==> src/rtl/rr_arb_pkg.sv <==
// rr_arb_pkg: shared state encoding, default port count and index-width helper for rr_arbiter.
package rr_arb_pkg;
    typedef enum logic {IDLE, GRANT} state_e;
    localparam int NUM_PORTS_DEF = 4;
    function automatic int idx_w(input int n);
        return (n > 1) ? $clog2(n) : 1;
    endfunction
endpackage

==> src/rtl/prio_arb.sv <==
// prio_arb: combinational fixed-priority one-hot picker, lowest index wins.
module prio_arb #(
    parameter int N = 4
) (
    input  logic [N-1:0] req_i,
    output logic [N-1:0] gnt_o
);
    assign gnt_o = req_i & (~req_i + {{(N-1){1'b0}}, 1'b1});
endmodule

==> src/rtl/rr_arbiter.sv <==
// rr_arbiter: registered round-robin arbiter with grant locking.
// Define RR_ARB_TIMEOUT_EN to force re-arbitration after MAX_HOLD consecutive grant cycles.
module rr_arbiter
    import rr_arb_pkg::*;
#(
    parameter int NUM_PORTS = NUM_PORTS_DEF,
    parameter int MAX_HOLD  = 8,
    localparam int IW = idx_w(NUM_PORTS)
) (
    input  logic                 clk,
    input  logic                 reset,
    input  logic [NUM_PORTS-1:0] req_i,
    output logic [NUM_PORTS-1:0] gnt_o,
    output logic [IW-1:0]        gnt_id_o,
    output logic                 gnt_valid_o
);
    state_e               state_q;
    logic [NUM_PORTS-1:0] gnt_q, cand, ge_mask, win_hi, win_all, win;
    logic [IW-1:0]        id_q, ptr_q, win_id;
    logic                 valid_q, own_req, hit, rearb;
`ifdef RR_ARB_TIMEOUT_EN
    localparam int CW = $clog2(MAX_HOLD + 1);
    logic [CW-1:0] cnt_q;
    assign hit = (state_q == GRANT) && own_req && (cnt_q == CW'(MAX_HOLD - 1));
`else
    logic [31:0] unused_max_hold;
    assign unused_max_hold = 32'(MAX_HOLD);
    assign hit = 1'b0;
`endif
    assign own_req = |(req_i & gnt_q);
    assign rearb   = (state_q == IDLE) || !own_req || hit;
    // On timeout the owner is masked so another requester can take over.
    assign cand    = req_i & ~(hit ? gnt_q : '0);
    always_comb begin
        ge_mask = '0;
        win_id  = '0;
        for (int i = 0; i < NUM_PORTS; i++) begin
            ge_mask[i] = IW'(i) >= ptr_q;
            if (win[i]) win_id = IW'(i);
        end
    end
    prio_arb #(.N(NUM_PORTS)) u_hi (.req_i(cand & ge_mask), .gnt_o(win_hi));
    prio_arb #(.N(NUM_PORTS)) u_all (.req_i(cand), .gnt_o(win_all));
    assign win = |win_hi ? win_hi : win_all;
    always_ff @(posedge clk) begin
        if (reset) begin
            state_q <= IDLE;
            gnt_q   <= '0;
            id_q    <= '0;
            valid_q <= 1'b0;
            ptr_q   <= '0;
`ifdef RR_ARB_TIMEOUT_EN
            cnt_q   <= '0;
`endif
        end else if (rearb && |win) begin
            state_q <= GRANT;
            gnt_q   <= win;
            id_q    <= win_id;
            valid_q <= 1'b1;
            ptr_q   <= (win_id == IW'(NUM_PORTS - 1)) ? '0 : win_id + 1'b1;
`ifdef RR_ARB_TIMEOUT_EN
            cnt_q   <= '0;
`endif
        end else if (!own_req) begin
            state_q <= IDLE;
            gnt_q   <= '0;
            id_q    <= '0;
            valid_q <= 1'b0;
        end else begin
`ifdef RR_ARB_TIMEOUT_EN
            cnt_q   <= hit ? '0 : cnt_q + 1'b1;
`endif
        end
    end
    assign gnt_o       = gnt_q;
    assign gnt_id_o    = id_q;
    assign gnt_valid_o = valid_q;
endmodule

==> config.mk <==
export PLATFORM = sky130hd
export DESIGN_NAME = rr_arbiter
export DESIGN_NICKNAME = d
export VERILOG_FILES = /design/src/rtl/rr_arb_pkg.sv /design/src/rtl/prio_arb.sv /design/src/rtl/rr_arbiter.sv
export SDC_FILE = /design/constraint.sdc
export NUM_CORES = 1
export LEC_CHECK = 0
export CAP_MARGIN = 20
export CELL_PAD_IN_SITES_DETAIL_PLACEMENT = 2
export CELL_PAD_IN_SITES_GLOBAL_PLACEMENT = 2
export CORE_AREA = 2 2 48 50
export CTS_CLUSTER_SIZE = 30
export DETAILED_ROUTE_END_ITERATION = 6
export DIE_AREA = 0 0 50 52
export PLACE_DENSITY_LB_ADDON = 0.1
export SYNTH_ARGS = -nofsm -noshare
export SYNTH_HDL_FRONTEND = slang
export SYNTH_SLANG_ARGS = --single-unit
==> constraint.sdc <==
create_clock -name clk -period 1.65 [get_ports clk]
set_input_delay 0.33 -clock clk [delete_from_list [all_inputs] [get_ports clk]]
set_output_delay 0.33 -clock clk [all_outputs]
set_load 0.01 [all_outputs]
# ---- Yosys cells after proc, flatten, opt, wreduce, memory -nomap -nowiden
# Index checks and enable logic that the tools add are counted.
dict set report totals {
  regBits 9
  in_bits 6
  out_inout_bits 7
  word_cells 37
}
dict set report op_classes {
  n_addsub 3
  magnitude_cmp 4
  eq_ne 2
  mux 11
  bitwise 7
  n_reduce_logical 6
}
# cell count
set op_table {}
lappend op_table {{4-bit bitwise AND} 4}
lappend op_table {{4-bit 2-to-1 mux} 3}
lappend op_table {{4-bit OR reduction} 3}
lappend op_table {{2-bit 2-to-1 mux} 5}
lappend op_table {{4-bit by 1-bit adder with 4-bit output (second input constant)} 2}
lappend op_table {{4-bit inverter} 2}
lappend op_table {{1-bit by 2-bit >= comparator with 1-bit output (first input constant)} 2}
lappend op_table {{2-bit >= comparator (first input constant)} 2}
lappend op_table {{1-bit 2-to-1 mux} 3}
lappend op_table {{2-bit by 1-bit adder with 2-bit output (second input constant)} 1}
lappend op_table {{2-bit equality test (second input constant)} 1}
lappend op_table {{2-bit by 1-bit inequality test with 1-bit output (second input constant)} 1}
lappend op_table {{1-bit logical AND} 1}
lappend op_table {{1-bit logical NOT} 1}
lappend op_table {{1-bit logical OR} 1}
lappend op_table {{1-bit inverter} 1}

# ---- Depth between registers and ports, before layout
dict set report logic_depth {
  ltp_word 12
  mapped_depth 5
}

# ---- By module
# From an unflattened synthesis, not the netlist that was laid out.
dict set report hier_totals {
  hier_cells 63
  hier_area_um2 549.3
}
# mod n_inst cells_per_inst area_each_um2
set modules_own_cells {}
lappend modules_own_cells {rr_arbiter 1 55 476.7}
lappend modules_own_cells {prio_arb 2 4 36.3}

# ---- Least setup slack after synthesis
# No wires, ideal clock.
dict set report synth_path {
  path_kind {input-to-reg}
  start {input req_i[1]}
  end {register gnt_q[3] (netlist: gnt_o[3])}
  arrival_time_ns 1.232
  setup_slack_ns 0.303
  cell_stages 5
  path_buffers 1
  path_cell_list {buf_6 -> a22o_4 -> o21a_2 -> and2_1 -> o21a_1}
}
dict set report synth_via {
  elab_chain_len 9
  word_cells_on_any_way 17
  classes_between {add/sub: 2; eq/ne: 1; mux: 2; bitwise: 6; reduce/logical: 6}
}
# item line_no
set synth_lines {}
lappend synth_lines {{start: declaration} rr_arbiter.sv:12} ;# input logic [NUM_PORTS-1:0] req_i,
lappend synth_lines {{4-bit bitwise AND} rr_arbiter.sv:42} ;# prio_arb #(.N(NUM_PORTS)) u_hi (.req_i(cand & ge_mask), .gnt_o(win_hi));
lappend synth_lines {{4-bit inverter} prio_arb.sv:8} ;# assign gnt_o = req_i & (~req_i + {{(N-1){1'b0}}, 1'b1});
lappend synth_lines {{4-bit by 1-bit adder with 4-bit output} prio_arb.sv:8}
lappend synth_lines {{4-bit bitwise AND} prio_arb.sv:8}
lappend synth_lines {{4-bit OR reduction} rr_arbiter.sv:44} ;# assign win = |win_hi ? win_hi : win_all;
lappend synth_lines {{4-bit 2-to-1 mux} rr_arbiter.sv:44}
lappend synth_lines {{4-bit OR reduction} rr_arbiter.sv:55} ;# end else if (rearb && |win) begin
lappend synth_lines {{1-bit logical AND} rr_arbiter.sv:55}
lappend synth_lines {{2-bit by 1-bit inequality test with 1-bit output (no source line) or 4-bit 2-to-1 mux (tied branches)} n/a}
lappend synth_lines {{end signal: assignment} rr_arbiter.sv:57} ;# gnt_q <= win;
lappend synth_lines {{end: declaration} rr_arbiter.sv:18} ;# logic [NUM_PORTS-1:0] gnt_q, cand, ge_mask, win_hi, win_all, win;
# Several ways; a longest one is shown, not always the timed one.
# A chain may end at the register's enable or synchronous reset.

# ---- Final worst setup path
dict set report layout_path {
  start {register valid_q (netlist: gnt_valid_o)}
  end {output gnt_valid_o}
}
# item line_no
set layout_lines {}
lappend layout_lines {{start: declaration} rr_arbiter.sv:20} ;# logic valid_q, own_req, hit, rearb;
lappend layout_lines {{start signal: assignment} rr_arbiter.sv:50} ;# valid_q <= 1'b0;
lappend layout_lines {{start signal: assignment} rr_arbiter.sv:59} ;# valid_q <= 1'b1;
lappend layout_lines {{start signal: assignment} rr_arbiter.sv:68} ;# valid_q <= 1'b0;
lappend layout_lines {{end: declaration} rr_arbiter.sv:15} ;# output logic gnt_valid_o
# No word-level cell between the ends.

==> impl_metrics.toml <==
[outcome]
status = "finished clean"

[synth]
synth.area.top_cells = "dfxtp_1, a21oi_1, o21ai_0, buf_6, nand2b_1"
ys_seq_elements = 9
syn_avg_cell_area_um2 = 8.487
syn_inst = 60
ys_types = 28
synth_top_cell_by_area = "dfxtp_1"
postSynthNetCount = 66
syn_area_um2 = 509.2
ys_seq_area_share_pct = 35.38
yosysWarnings = 0
synth_top_area_share_pct = 35.38

[drt]
drc = 0
drtIter0Drc = 4
wl_um = 1822
drt_first_pass_iters = 2
wl_per_cell_um = 15.44
avgViaCountPerCell = 4.814
ant_nets = 0
vias = 568

[floorplanning]
start_util_pct = 24.18
die-area_um2 = 2600
die_w_um = 50
rows = 17
pin_count = 13
core_um2 = 2106
die_h_um = 52

[global_route]
use_met1_pct = 18.21
grt_overflow_total = 0
use_met2_pct = 27.85
grt.total_usage_pct = 16.35
grt_max_degree = 10
top_usage_layer = "met2"
antenna_found_initial = 0
grt_pass1_wl_um = 2953
grt_pass1_vias = 596
grt_use_met3_pct = 3.448

[timing]
setup_viol = 0
slew_viol_final = 0
slew_headroom_pct = 79.81
fin_crit_ps = 1583
hold_viol = 0
setup_slack_ps = 67.38
finalCritPeriodShare_pct = 95.92
setup_tns_ps = 0
fmaxAchievable_ghz = 0.6319
worst_slew_pin_slew_ps = 300.5
rsz0062_at_grt = "yes"
worst_clock_skew_ps = 3.822

[worst_setup_path]
r2r_end = "gnt_id_o[1]"
crit_fanout = 3
critPathRequiredTime_ps = 1320
crit_type = "reg2out"
end_kind = "output pin"
crit_path_max_incr_delay_ps = 570
rr_worst_depth = 5
crit_family = "buffers and inverters"
cpMaxStageDelayCell = "clkdlybuf4s50_1"
reg2reg_slack_ps = 230
path_cells = "clkdlybuf4s50_1"
worst_setup_path_start_kind = "flop"
reg2reg_from = "ptr_q[1]"
cp.arrival_ps = 1250
critPathBufInv = 1

[clocking]
clock_sinks = 9
cts-hold-fix-buffers = 0
clock_latency_ps = 270
clk_path_buf_depth = 2
cts_tree = "yes"
clkTransAtPathRegs_ps = 60
cts_root_buffer = "clkbuf_4"
htree_levels = 1
cts_buffers = 3

[final_layout]
layout-drive-gt1-share_pct = 30.00
fillers = 247
area_delta_synth_final_pct = 57.25
final_cell_area_um2 = 800.8
multi_input_comb_area_um2 = 300.3
final_nets = 97
insertedDiodeCount = 0
seqCellArea_um2 = 180.2
final_cells = 118

[min_path]
min_delay_worst_endpoint = "gnt_o[0]"
hold_path.startpoint = "gnt_o[0]"
min_delay_path_depth = 2
hp-class = "reg2reg"

[power_and_ir_drop]
cellPowerDensity_nw_per_um2 = 828.7
leakagePower_nw = 0.3281
finalPower_mw = 0.6636
ir_drop_mv = 0.4180

[placement]
dp.cells = 111
io_buffers = 12
placed_area_um2 = 742.0
place_congestion = 0.7261
dpl.hpwl_um = 1312
post-place-ws_ps = -204.9

[run]
cap_violations = 0
==> how the worst max path moves through the flow <==
stage	startpoint	endpoint	slack, ps	cells after the start
after floorplan	req_i[1]	gnt_o[3]	300	5
after global placement	req_i[0]	gnt_o[3]	-210	5
after detailed placement	req_i[2]	gnt_o[0]	-200	7
after CTS	req_i[0]	ptr_q[1]	6	6
after global routing	req_i[3]	ptr_q[1]	-30	5
final	gnt_valid_o	gnt_valid_o	70	1
==> flip-flops by register name, summed over array words and instances (netlist names) <==
name	count
gnt_o	4
gnt_id_o	2
ptr_q	2
gnt_valid_o	1
==> logic make-up after synthesis <==
| logic type | share of synthesized area, % |
|---|---|
| simple gates | 16.71 |
| buf+inv | 6.879 |
| compound gates | 41.03 |
| flops | 35.38 |
==> layout make-up <==
type	count	area share, %
repair buffers	29	31.41
well taps	28	4.375
clock buffers	4	3.281
flip-flops and latches	9	22.50
multi-input cells	46	37.50
inverters	2	0.9375
==> power by group <==
group          total (mW)  internal, mW  switching (mW)
registers           0.269         0.241          0.0280
logic               0.217         0.121          0.0967
clock network       0.177        0.0936          0.0836
total               0.664         0.455           0.208
==> cells in the final DEF (no fill, tap or decap) <==
cell,netlist,routed
and2_1,1,1
a2bb2oi_1,1,1
o21ai_1,0,1
a211oi_1,1,1
nand2b_1,3,3
o21ba_2,1,1
nand2_1,3,3
a31oi_1,2,2
clkbuf_4,0,3
a311oi_2,0,1
a22o_1,1,1
a21oi_1,7,7
dlymetal6s2s_1,0,2
clkdlybuf4s50_1,0,9
or2_2,1,1
o21a_2,1,1
or3_1,1,1
dlygate4sd2_1,0,1
inv_1,2,2
o21a_1,2,2
o211ai_1,2,2
o22ai_1,1,1
nor2_1,4,4
a22o_4,1,1
dfxtp_1,9,9
nand3_1,1,1
o21ai_0,6,5
o21ai_4,1,1
or2_1,1,1
buf_4,0,17
a21oi_2,1,1
clkbuf_1,0,1
nor3_1,2,2
==> routing by layer <==
metal / routed length (µm) / share of wire [%]
met4: 51 / 2.8
met5: 0 / 0
met1: 770 / 42
met3: 51 / 2.8
met2: 949 / 52
==> synthesized netlist by cell type <==
master	instances
o21ai_4	1
a22o_1	1
o21a_1	2
or2_1	1
nand2b_1	3
a21oi_1	7
a21oi_2	1
a31oi_1	2
o21a_2	1
or2_2	1
a211oi_1	1
o21ba_2	1
or3_1	1
inv_1	2
nand2_1	3
dfxtp_1	9
nor3_1	2
o211ai_1	2
and2_1	1
a2bb2oi_1	1
clkbuf_2	1
nand3_1	1
o21ai_0	6
buf_6	2
a311oi_1	1
nor2_1	4
o22ai_1	1
a22o_4	1
==> per-stage QoR <==
stage / util (%) / hold slack (ps)
finish: 38.03 / 478.7
global route: 38.03 / 517.3
CTS: 37.49 / 481.2
detailed placement: 35.23 / 469.7
global placement: 35.23 / 466.6
floorplan: - / 399.1
==> what timing repair did <==
item                                    CTS  global route
setup buffers                             3             0
pin swaps                                 2             0
gates resized for setup                   2             3
endpoints found under the setup margin    1             4
Note: power is estimated with default switching activity, not from simulation.
